File: src/rtl/reset_sequencer.sv
// Multi-domain reset release sequencer: holds all domains in reset until lock, then releases them in order.
// Optional WAIT_ACK watchdog enabled by defining RESET_SEQ_TIMEOUT_EN.
module reset_sequencer #(
    parameter int NUM_STAGES     = 4,
    parameter int HOLD_CYCLES    = 8,
    parameter int DELAY_CYCLES   = 16,
    parameter int TIMEOUT_CYCLES = 1024
) (
    input  logic                  clk,
    input  logic                  reset,
    input  logic                  locked,
    input  logic                  soft_reset,
    input  logic [NUM_STAGES-1:0] stage_ready,
    output logic [NUM_STAGES-1:0] rst_out,
    output logic                  seq_done,
    output logic                  seq_error
);

    localparam int CNT_MAX_HD = (HOLD_CYCLES > DELAY_CYCLES) ? HOLD_CYCLES : DELAY_CYCLES;
    localparam int CNT_MAX    = (CNT_MAX_HD > TIMEOUT_CYCLES) ? CNT_MAX_HD : TIMEOUT_CYCLES;
    localparam int CW         = (CNT_MAX > 1) ? $clog2(CNT_MAX) : 1;
    localparam int SW         = (NUM_STAGES > 1) ? $clog2(NUM_STAGES) : 1;

    localparam logic [CW-1:0] HOLD_LAST  = CW'(HOLD_CYCLES - 1);
    localparam logic [CW-1:0] DELAY_LAST = CW'(DELAY_CYCLES - 1);
    localparam logic [SW-1:0] LAST_STAGE = SW'(NUM_STAGES - 1);

    typedef enum logic [2:0] {
        HOLD,
        WAIT_LOCK,
        DELAY,
        WAIT_ACK,
        DONE
    } state_t;

    state_t        state;
    logic [CW-1:0] cnt;
    logic [SW-1:0] stage;
    logic          lock_lost;

    // Lock only matters once sequencing has started; HOLD and WAIT_LOCK ignore it.
    assign lock_lost = !locked && (state == DELAY || state == WAIT_ACK || state == DONE);

`ifdef RESET_SEQ_TIMEOUT_EN
    localparam logic [CW-1:0] TIMEOUT_LAST = CW'(TIMEOUT_CYCLES - 1);
    logic seq_error_q;
    assign seq_error = seq_error_q;
`else
    assign seq_error = 1'b0;
`endif

    // NOTE: all state and outputs update with non-blocking assignments so every
    // register samples the pre-edge values, giving race-free glitch-free outputs.
    always_ff @(posedge clk) begin
        if (reset) begin
            state    <= HOLD;
            rst_out  <= '1;
            seq_done <= 1'b0;
            stage    <= '0;
            cnt      <= '0;
`ifdef RESET_SEQ_TIMEOUT_EN
            seq_error_q <= 1'b0;
`endif
        end else if (soft_reset) begin
            // Also restarts the HOLD count while soft_reset is held.
            state    <= HOLD;
            rst_out  <= '1;
            seq_done <= 1'b0;
            stage    <= '0;
            cnt      <= '0;
`ifdef RESET_SEQ_TIMEOUT_EN
            seq_error_q <= 1'b0;
`endif
        end else if (lock_lost) begin
            state    <= HOLD;
            rst_out  <= '1;
            seq_done <= 1'b0;
            stage    <= '0;
            cnt      <= '0;
        end else begin
            case (state)
                HOLD: begin
                    if (cnt == HOLD_LAST) begin
                        state <= WAIT_LOCK;
                        cnt   <= '0;
                    end else begin
                        cnt <= cnt + 1'b1;
                    end
                end
                WAIT_LOCK: begin
                    if (locked) begin
                        state <= DELAY;
                        stage <= '0;
                        cnt   <= '0;
                    end
                end
                DELAY: begin
                    if (cnt == DELAY_LAST) begin
                        rst_out[stage] <= 1'b0;
                        state          <= WAIT_ACK;
                        cnt            <= '0;
                    end else begin
                        cnt <= cnt + 1'b1;
                    end
                end
                WAIT_ACK: begin
                    if (stage_ready[stage]) begin
                        cnt <= '0;
                        if (stage == LAST_STAGE) begin
                            state    <= DONE;
                            seq_done <= 1'b1;
                        end else begin
                            stage <= stage + 1'b1;
                            state <= DELAY;
                        end
                    end
`ifdef RESET_SEQ_TIMEOUT_EN
                    else if (cnt == TIMEOUT_LAST) begin
                        // Stuck acknowledge: flag it and retry the whole sequence.
                        state       <= HOLD;
                        rst_out     <= '1;
                        seq_done    <= 1'b0;
                        stage       <= '0;
                        cnt         <= '0;
                        seq_error_q <= 1'b1;
                    end else begin
                        cnt <= cnt + 1'b1;
                    end
`endif
                end
                DONE: begin
                    rst_out  <= '0;
                    seq_done <= 1'b1;
                end
                default: begin
                    state    <= HOLD;
                    rst_out  <= '1;
                    seq_done <= 1'b0;
                    stage    <= '0;
                    cnt      <= '0;
                end
            endcase
        end
    end

endmodule

File: config.mk
export PLATFORM = sky130hd
export DESIGN_NAME = reset_sequencer
export DESIGN_NICKNAME = d
export VERILOG_FILES = /design/src/rtl/reset_sequencer.sv
export SDC_FILE = /design/constraint.sdc
export NUM_CORES = 1
export LEC_CHECK = 0
export ABC_AREA = 0
export BUFFER_PORTS_ARGS = -buffer_cell sky130_fd_sc_hd__buf_2
export CAP_MARGIN = 20
export CELL_PAD_IN_SITES_DETAIL_PLACEMENT = 1
export CELL_PAD_IN_SITES_GLOBAL_PLACEMENT = 2
export CORE_MARGIN = 2
export CORE_UTILIZATION = 34
export CTS_CLUSTER_DIAMETER = 100
export DETAILED_ROUTE_END_ITERATION = 16
export PLACE_DENSITY = 0.78
export SLEW_MARGIN = 20
export SYNTH_ARGS = -nofsm -noshare
export SYNTH_HDL_FRONTEND = slang
export SYNTH_SLANG_ARGS = --single-unit
File: constraint.sdc
create_clock -name clk -period 2 [get_ports clk]
set_input_delay 0.4 -clock clk [delete_from_list [all_inputs] [get_ports clk]]
set_output_delay 0.4 -clock clk [all_outputs]
set_load 0.05 [all_outputs]
**Yosys cells after proc, flatten, opt, wreduce, memory -nomap -nowiden**

Cells that the tools add are included.

- Add/subtract/negate cells: 2
- $lt $le $gt $ge: 2
- Equal/unequal tests: 13
- Multiplexer cells: 24
- Bitwise operators: 6
- Reductions and logical operators: 15

Operator list:

| cell | count |
|---|---|
| $pmux W10 S5 | 1 |
| $mux W10 | 4 |
| $mux W3 | 5 |
| $pmux W3 S5 | 1 |
| $pmux W4 S3 | 1 |
| $reduce_or A3 Y1 | 4 |
| $add A10 B1 Y10 const B | 1 |
| $eq A10 B3 Y1 const B | 1 |
| $eq A10 B4 Y1 const B | 1 |
| $eq A3 B2 Y1 const B | 2 |
| $mux W2 | 3 |
| $ne A2 B1 Y1 const B | 3 |
| $ne A2 B2 Y1 const B | 3 |
| $pmux W2 S3 | 1 |
| $reduce_and A3 Y1 | 2 |
| $reduce_and A5 Y1 | 1 |
| $and A4 B4 Y4 | 1 |
| $mux W1 | 4 |
| $mux W4 | 1 |
| $not A1 Y1 | 4 |
| $not A4 Y4 | 1 |
| $reduce_and A4 Y1 | 1 |
| $eq A3 B1 Y1 const B | 1 |
| $eq A3 B3 Y1 const B | 1 |
| other kinds (12) | 14 |

- Flip-flop bits (word level): 20
- Input port bits: 8
- Output and inout bits: 6
- Word-level logic and storage cells: 67

**Longest topological paths before layout**

Gate-level depths: netlist of run 1.

- Depth in word-level cells: 8
- Gate-level depth with buffers: 6

**Worst setup path after synthesis of run 1**

OpenSTA, ideal clock, no wires.

- Kind: register to register
- Start point: reg cnt[5]
- End point: reg cnt[5]
- Arrival time: 1.619 ns
- Data required time: 1.878 ns
- Setup slack: 0.260 ns
- Stages on the path, launching flop included: 5
- Path buffers: 0
- Clock period less this slack: 1.740 ns
- Cells stage by stage: dfxtp_1 -> or4_4 -> o31ai_4 -> nor2_4 -> a221o_1

- Word-level cells in the longest chain between the ends: 3
- Elaborated cells between the ends (all ways): 6
- Those cells by class: add/sub: 1; eq/ne: 2; mux: 3

Ends and longest elaborated chain:

| item | line | RTL |
|---|---|---|
| start: declaration | 37 | `logic [CW-1:0] cnt;` |
| start signal: assignment | 87 | `cnt <= cnt + 1'b1;` |
| start signal: assignment | 103 | `cnt <= cnt + 1'b1;` |
| $add A10 B1 Y10, or another cell as far along | 87, 103 |  |
| $mux W10 (on tied branches) | 98, 83 |  |
| $pmux W10 S5 (*) | 81 | `case (state)` |

Every way passes the cells marked *; elsewhere a longest branch is shown, timed or not.
A chain may end at the register's enable or synchronous reset.

**Final worst setup path of run 1**

- Start point: reg state[2]
- End point: reg stage[0]

- Word-level cells in the longest chain between the ends: 5
- Elaborated cells between the ends (all ways): 16
- Those cells by class: eq/ne: 7; mux: 1; bitwise: 1; reduce/logical: 7

Ends and longest elaborated chain:

| item | line | RTL |
|---|---|---|
| start: declaration | 36 | `state_t state;` |
| start signal: assignment | 56 | `state <= HOLD;` |
| start signal: assignment | 66 | `state <= HOLD;` |
| start signal: assignment | 75 | `state <= HOLD;` |
| $eq A3 B2 Y1 | 42, 81 |  |
| $logic_or A1 B1 Y1 (2 in series) | 42 | `assign lock_lost = !locked && (state == DELAY \|\| state == WAIT_ACK \|\| state == DONE);` |
| $logic_and A1 B1 Y1 | 42 |  |
| $reduce_or A3 Y1 (no line) | n/a |  |
| end signal: assignment | 113 | `stage <= stage + 1'b1;` |
| end: declaration | 38 | `logic [SW-1:0] stage;` |

Several ways; a longest one is shown, not always the timed one.

==> results.toml, run 1 <==
[run_status]
status = "finished, final reports clean"

[setup_path]
worstReg2RegStart = "state[2]$_SDFFE_PP0P_"
endpoint_kind = "flop"
endpoint = "stage[0]$_SDFFE_PP0P_"
crit_path_start_kind = "flop"
worst_ep_required_time_ps = 2210
crit_start = "state[2]$_SDFFE_PP0P_"
reg2reg_slack_ps = 150
r2r-end = "stage[0]$_SDFFE_PP0P_"
ff2ff_path_depth = 6
crit_arrival_ps = 2060
crit_type = "reg -> reg"
cp_max_fo = 13

[floorplan]
fp.dieW_um = 62.1
pin_count = 14
die_area_um2 = 3860
row_count = 21
core_um2 = 3280
die_y_um = 62.1
start_util_pct = 35.0

[layout]
fin_cells = 200
fin_util_pct = 41.1
design.final.nets = 168
drive_above_1_share_pct = 24.7
area_delta_synth_final_pct = 17.5
insertedDiodeCount = 0

[job]
drv_cap = 0

[min_path]
hold_class = "in -> reg"

[clock_tree]
worstSkewPairLatency_ps = 300
clk_pin_slew_ps = 120
cts_tree = "yes"
clkSinkCount = 20
holdBufCountCts = 0
cts_buffer_depth = 2
cts_buffers = 3
cts-root-buf = "clkbuf_4"
h-tree-depth = 1

[synthesis]
yosys_warnings = 0
synth_commonest_cells = "20 x dfxtp_1, 16 x nand2_1, 13 x o21ai_0"
synth_most_common_cell = "dfxtp_1"
async_reset_ff_share_pct = 0
synth-edff-count = 0
ys.flop_type = "dfxtp_1"
synth_seq_cells = 20
ys_seq_area_share_pct = 34.9
synth.distinct_cells = 43
syn_inst = 136
synth.area.top_cells = "dfxtp_1 35%, o21ai_0 5.7%, ha_1 5.4%"
syn_nets = 149
syn_area_per_cell_um2 = 8.45
netlist.area_leader.share_pct = 34.9
synth_top_cell_by_area = "dfxtp_1"
synth_area_um2 = 1150

[timing]
rsz0062_at_grt = "false"
setup_violations = 0
finalHoldViolCount = 0
period_minus_slack_ps = 1850
clock.fmax_ghz = 0.539
fin_crit_sh_pct = 92.7
slew_violations = 0
tns_ps = 0
fin_skew_ps = 5.39

[global_routing]
overflow = 0
grt_pass1_wl_um = 5040
grt_pass1_vias = 1067
grt_max_degree = 14
antenna_found_initial = 0
grt_use_total_pct = 15.8

[routing]
totalWireLength_um = 2860
wl_per_cell_um = 14.3
ant_nets = 0
drt_iter0_drc = 34
drt_pass1_iterations = 4
viasPerCell = 5.29
num_vias = 1057
drc = 0

[power_and_ir_drop]
p_sw_uw = 154
leakage_uw = 0.000497
powerDensity_nw_per_um2 = 504
combPwrFrac_pct = 5.4
p_int_uw = 526
ir_drop_mv = 0.341
switching_share_pct = 22.7
p_seq_share_pct = 59.2
p_clk_share_pct = 35.3

[placed_design]
portBuffers = 12
globalplace.congestion = 0.797
hpwl_um = 2180
place_inst = 195
==> worst max-delay path, cell delays in order (launching register included) <==
cell,delay (ps)
dfxtp_1,490
or4b_1,500
nand3_1,90
buf_4,200
nor2b_1,140
a21boi_0,150
a21o_1,180
==> cells in the final DEF, fill, tap and decap left out, drive strengths merged, types with 2 or more instances in the layout <==
master   n
dfxtp   20
buf     20
mux2     2
o21ai   14
nor2    13
a31oi    2
a22o     3
nor2b    2
clkbuf   4
xnor2    2
nand2b   2
nand3    6
nand3b   2
inv      2
nor4     2
nand2   16
a21oi    6
or3      2
nor3     6
nand4    3
mux2i    3
ha       5
==> power groups by stage <==
stage | combinational, uW | clock (uW) | sequential (uW)
after global routing | 40.8 | 270 | 403
after global placement | 36.1 | 0 | 411
after floorplan | 24.5 | 0 | 411
final | 37.0 | 240 | 403
after CTS | 37.1 | 249 | 403
after detailed placement | 37.3 | 0 | 412
==> area by class of cell <==
cell class	count	area (um^2)
clock buffers	4	36.3
multi-input cells	108	714
fillers	408	1930
inverters	2	7.51
flip-flops and latches	20	402
well taps	46	57.6
repair buffers	20	133
==> what timing repair did <==
item | CTS | global route
setup endpoints to repair | 0 | 5
buffers inserted | 0 | 1
resized for setup | 0 | 2
==> logic make-up (layout without fill, tap and decap cells) <==
group                      after synthesis  count (layout)  share of synthesized area (%)
muxes                                    5               5                           4.58
other                                    1               1                          0.326
buffers and inverters                    8              26                           3.27
and+or+nand+nor                         61              61                           30.1
AOI/OAI and AO/OA                       33              33                           19.2
adders and majority gates                5               5                           5.45
xor gates and xnor gates                 3               3                           2.29
DFF                                     20              20                           34.9
==> routing by layer <==
| layer | routed length [um] | vias to the layer above | global-route usage [%] |
|---|---|---|---|
| li1 | - | 530 | - |
| met1 | 1390 | 513 | 21.9 |
| met3 | 72 | 2 | 2.36 |
| met4 | 12 | 0 | 4.17 |
| met5 | 0 | - | 0 |
| met2 | 1380 | 12 | 26.0 |
==> how the worst min path moves through the flow <==
stage | from | to | depth (start not counted)
floorplan | cnt[9]$_SDFFE_PP0P_ | cnt[9]$_SDFFE_PP0P_ | 2
global placement | rst_out[0]$_SDFFE_PP1P_ | rst_out[0]$_SDFFE_PP1P_ | 2
detailed placement | rst_out[2]$_SDFFE_PP1P_ | rst_out[2]$_SDFFE_PP1P_ | 2
CTS | locked | state[1]$_SDFFE_PP0P_ | 3
global route | locked | state[1]$_SDFFE_PP0P_ | 3
finish | locked | state[1]$_SDFFE_PP0P_ | 3
==> registers in the layout, summed over array words and instances (netlist names) <==
register	flops
seq_done	1
state	3
cnt	10
rst_out	4
stage	2
==> through the flow <==
step           instance area [um^2]  hold WS (ps)  worst slack, ps  power, uW
2_1_floorplan                  1150           458              260        435
3_3_place_gp                   1290           456              124        447
3_5_place_dp                   1290           460             78.1        449
4_1_cts                        1330           447             59.1        689
5_1_grt                        1350           445             10.5        714
6_report                       1350           438              146        680
Power figures use the tool's default switching activity.
==> run 2, diff against run 1 <==
--- a/config.mk
+++ b/config.mk
@@ -14,6 +14,7 @@
 export CORE_UTILIZATION = 34
 export CTS_CLUSTER_DIAMETER = 100
 export DETAILED_ROUTE_END_ITERATION = 16
+export MAX_ROUTING_LAYER = met4
 export PLACE_DENSITY = 0.78
 export SLEW_MARGIN = 20
 export SYNTH_ARGS = -nofsm -noshare
==> results.toml, run 2 (synthesized netlist as in run 1, its figures left out) <==
[placed_design]
hpwl_um = 2180
post-place-ws_ps = 78.1
portBuffers = 12
globalplace.congestion = 0.809

[clock_tree]
clkSinkCount = 20
cts_buffers = 3
h-tree-depth = 1
worstSkewPairLatency_ps = 300
cts-root-buf = "clkbuf_4"
clk_pin_slew_ps = 120
cts_buffer_depth = 2
cts_tree = "yes"

[setup_path]
cp_top_family = "simple AND/OR/NAND/NOR gates"
crit_arrival_ps = 2060
worst_ep_required_time_ps = 2210
endpoint_kind = "flop"
cp_max_fo = 13
crit_path_start_kind = "flop"
slowest_delay_ps = 500
crit_type = "reg -> reg"
crit_slowest_cell = "or4b_1"
crit_buf_inv = 1
crit_chain = "or4b_1 > nand3_1 > buf_4 > nor2b_1 > a21boi_0 > a21o_1"

[power_and_ir_drop]
p_sw_uw = 154
ir_drop_mv = 0.341
switching_share_pct = 22.7
powerDensity_nw_per_um2 = 504
p_clk_share_pct = 35.3
p_total_uw = 680
combPwrFrac_pct = 5.4
leakage_uw = 0.000497
p_int_uw = 526
p_seq_share_pct = 59.2

[layout]
mostFrequentLayoutCell = "dfxtp_1"
regMostFlops = "cnt"
mostFrequentLayoutCells = "19 x dfxtp_1, 16 x nand2_1, 13 x o21ai_0"
area_delta_synth_final_pct = 17.5
largest_reg_flops = 10
nFillCells = 408
largestRegisters = "cnt (10), rst_out (4), state (3)"
design.final.nets = 168
drive_above_1_share_pct = 24.7
insertedDiodeCount = 0

[timing]
fin_skew_ps = 5.39
fin_crit_sh_pct = 92.7
setup_violations = 0
clock.fmax_ghz = 0.539
slew_violations = 0
tns_ps = 0
period_minus_slack_ps = 1850
rsz0062_at_grt = "false"
finalHoldViolCount = 0
worst_slack_ps = 146

[global_routing]
grt_pass1_wl_um = 5050
grt_pass1_vias = 1066
grt_use_total_pct = 16.3
overflow = 0
antenna_found_initial = 0
grt_max_degree = 14

[floorplan]
row_count = 21
die_area_um2 = 3860
core_um2 = 3280
start_util_pct = 35.0
die_y_um = 62.1
pin_count = 14
fp.dieW_um = 62.1

[routing]
ant_nets = 0
viasPerCell = 5.29
drt_pass1_iterations = 4
totalWireLength_um = 2860
wl_per_cell_um = 14.3
drc = 0
num_vias = 1057
drt_iter0_drc = 36

[run_status]
status = "finished, final reports clean"

[job]
drv_cap = 0

[min_path]
hold_class = "in -> reg"
-- run 2: timing repair --
item | CTS | global route
resized for setup | 0 | 2
setup buffers | 0 | 1
hold buffers | 0 | 0
setup endpoints to repair | 0 | 5
-- run 2: area by class of cell --
cell class                 instances  area (um^2)  area share, %
clock buffer                       4         36.3           2.69
tap                               46         57.6           4.26
inverter                           2         7.51          0.556
sequential                        20          402           29.7
timing repair buffer              20          133           9.82
multi-input combinational        108          714           52.9
-- run 2: worst paths after layout --
check / from / to / slack, ps / cells after the start
hold reg to reg: rst_out[0]$_SDFFE_PP1P_ / rst_out[0]$_SDFFE_PP1P_ / 480 / 2
setup / recovery: state[2]$_SDFFE_PP0P_ / stage[0]$_SDFFE_PP0P_ / 150 / 6
hold / removal: locked / state[1]$_SDFFE_PP0P_ / 440 / 3
setup reg to reg: state[2]$_SDFFE_PP0P_ / stage[0]$_SDFFE_PP0P_ / 150 / 6
-- run 2: power by group through the flow --
stage	sequential (uW)	combinational [uW]	clock, uW
floorplan	411	24.5	0
global placement	411	36.1	0
detailed placement	412	37.3	0
CTS	403	37.1	249
global route	403	40.8	270
finish	403	37.0	240
-- run 2: layer usage --
| layer | global-route usage, % | wire length (um) | part of all wire, % | vias up |
|---|---|---|---|---|
| met5 | - | 0 | 0 | - |
| met4 | 4.17 | 12 | 0.42 | 0 |
| met3 | 2.36 | 72 | 2.5 | 2 |
| met2 | 26.0 | 1380 | 48 | 12 |
| met1 | 21.9 | 1400 | 49 | 513 |
| li1 | - | - | - | 530 |
-- run 2: metrics by stage --
| step | area [um^2] | util, % | std cells | hold WS (ps) |
|---|---|---|---|---|
| 2_1_floorplan | 1150 | - | 136 | 458 |
| 3_3_place_gp | 1290 | 39.2 | 195 | 456 |
| 3_5_place_dp | 1290 | 39.2 | 195 | 460 |
| 4_1_cts | 1330 | 40.3 | 199 | 447 |
| 5_1_grt | 1350 | 41.1 | 200 | 445 |
| 6_report | 1350 | 41.1 | 200 | 438 |
-- run 2: tightest hold or removal path, cell delays in order --
cell and delay (ps):
buf_2 120, a21oi_1 140, nor4_1 50
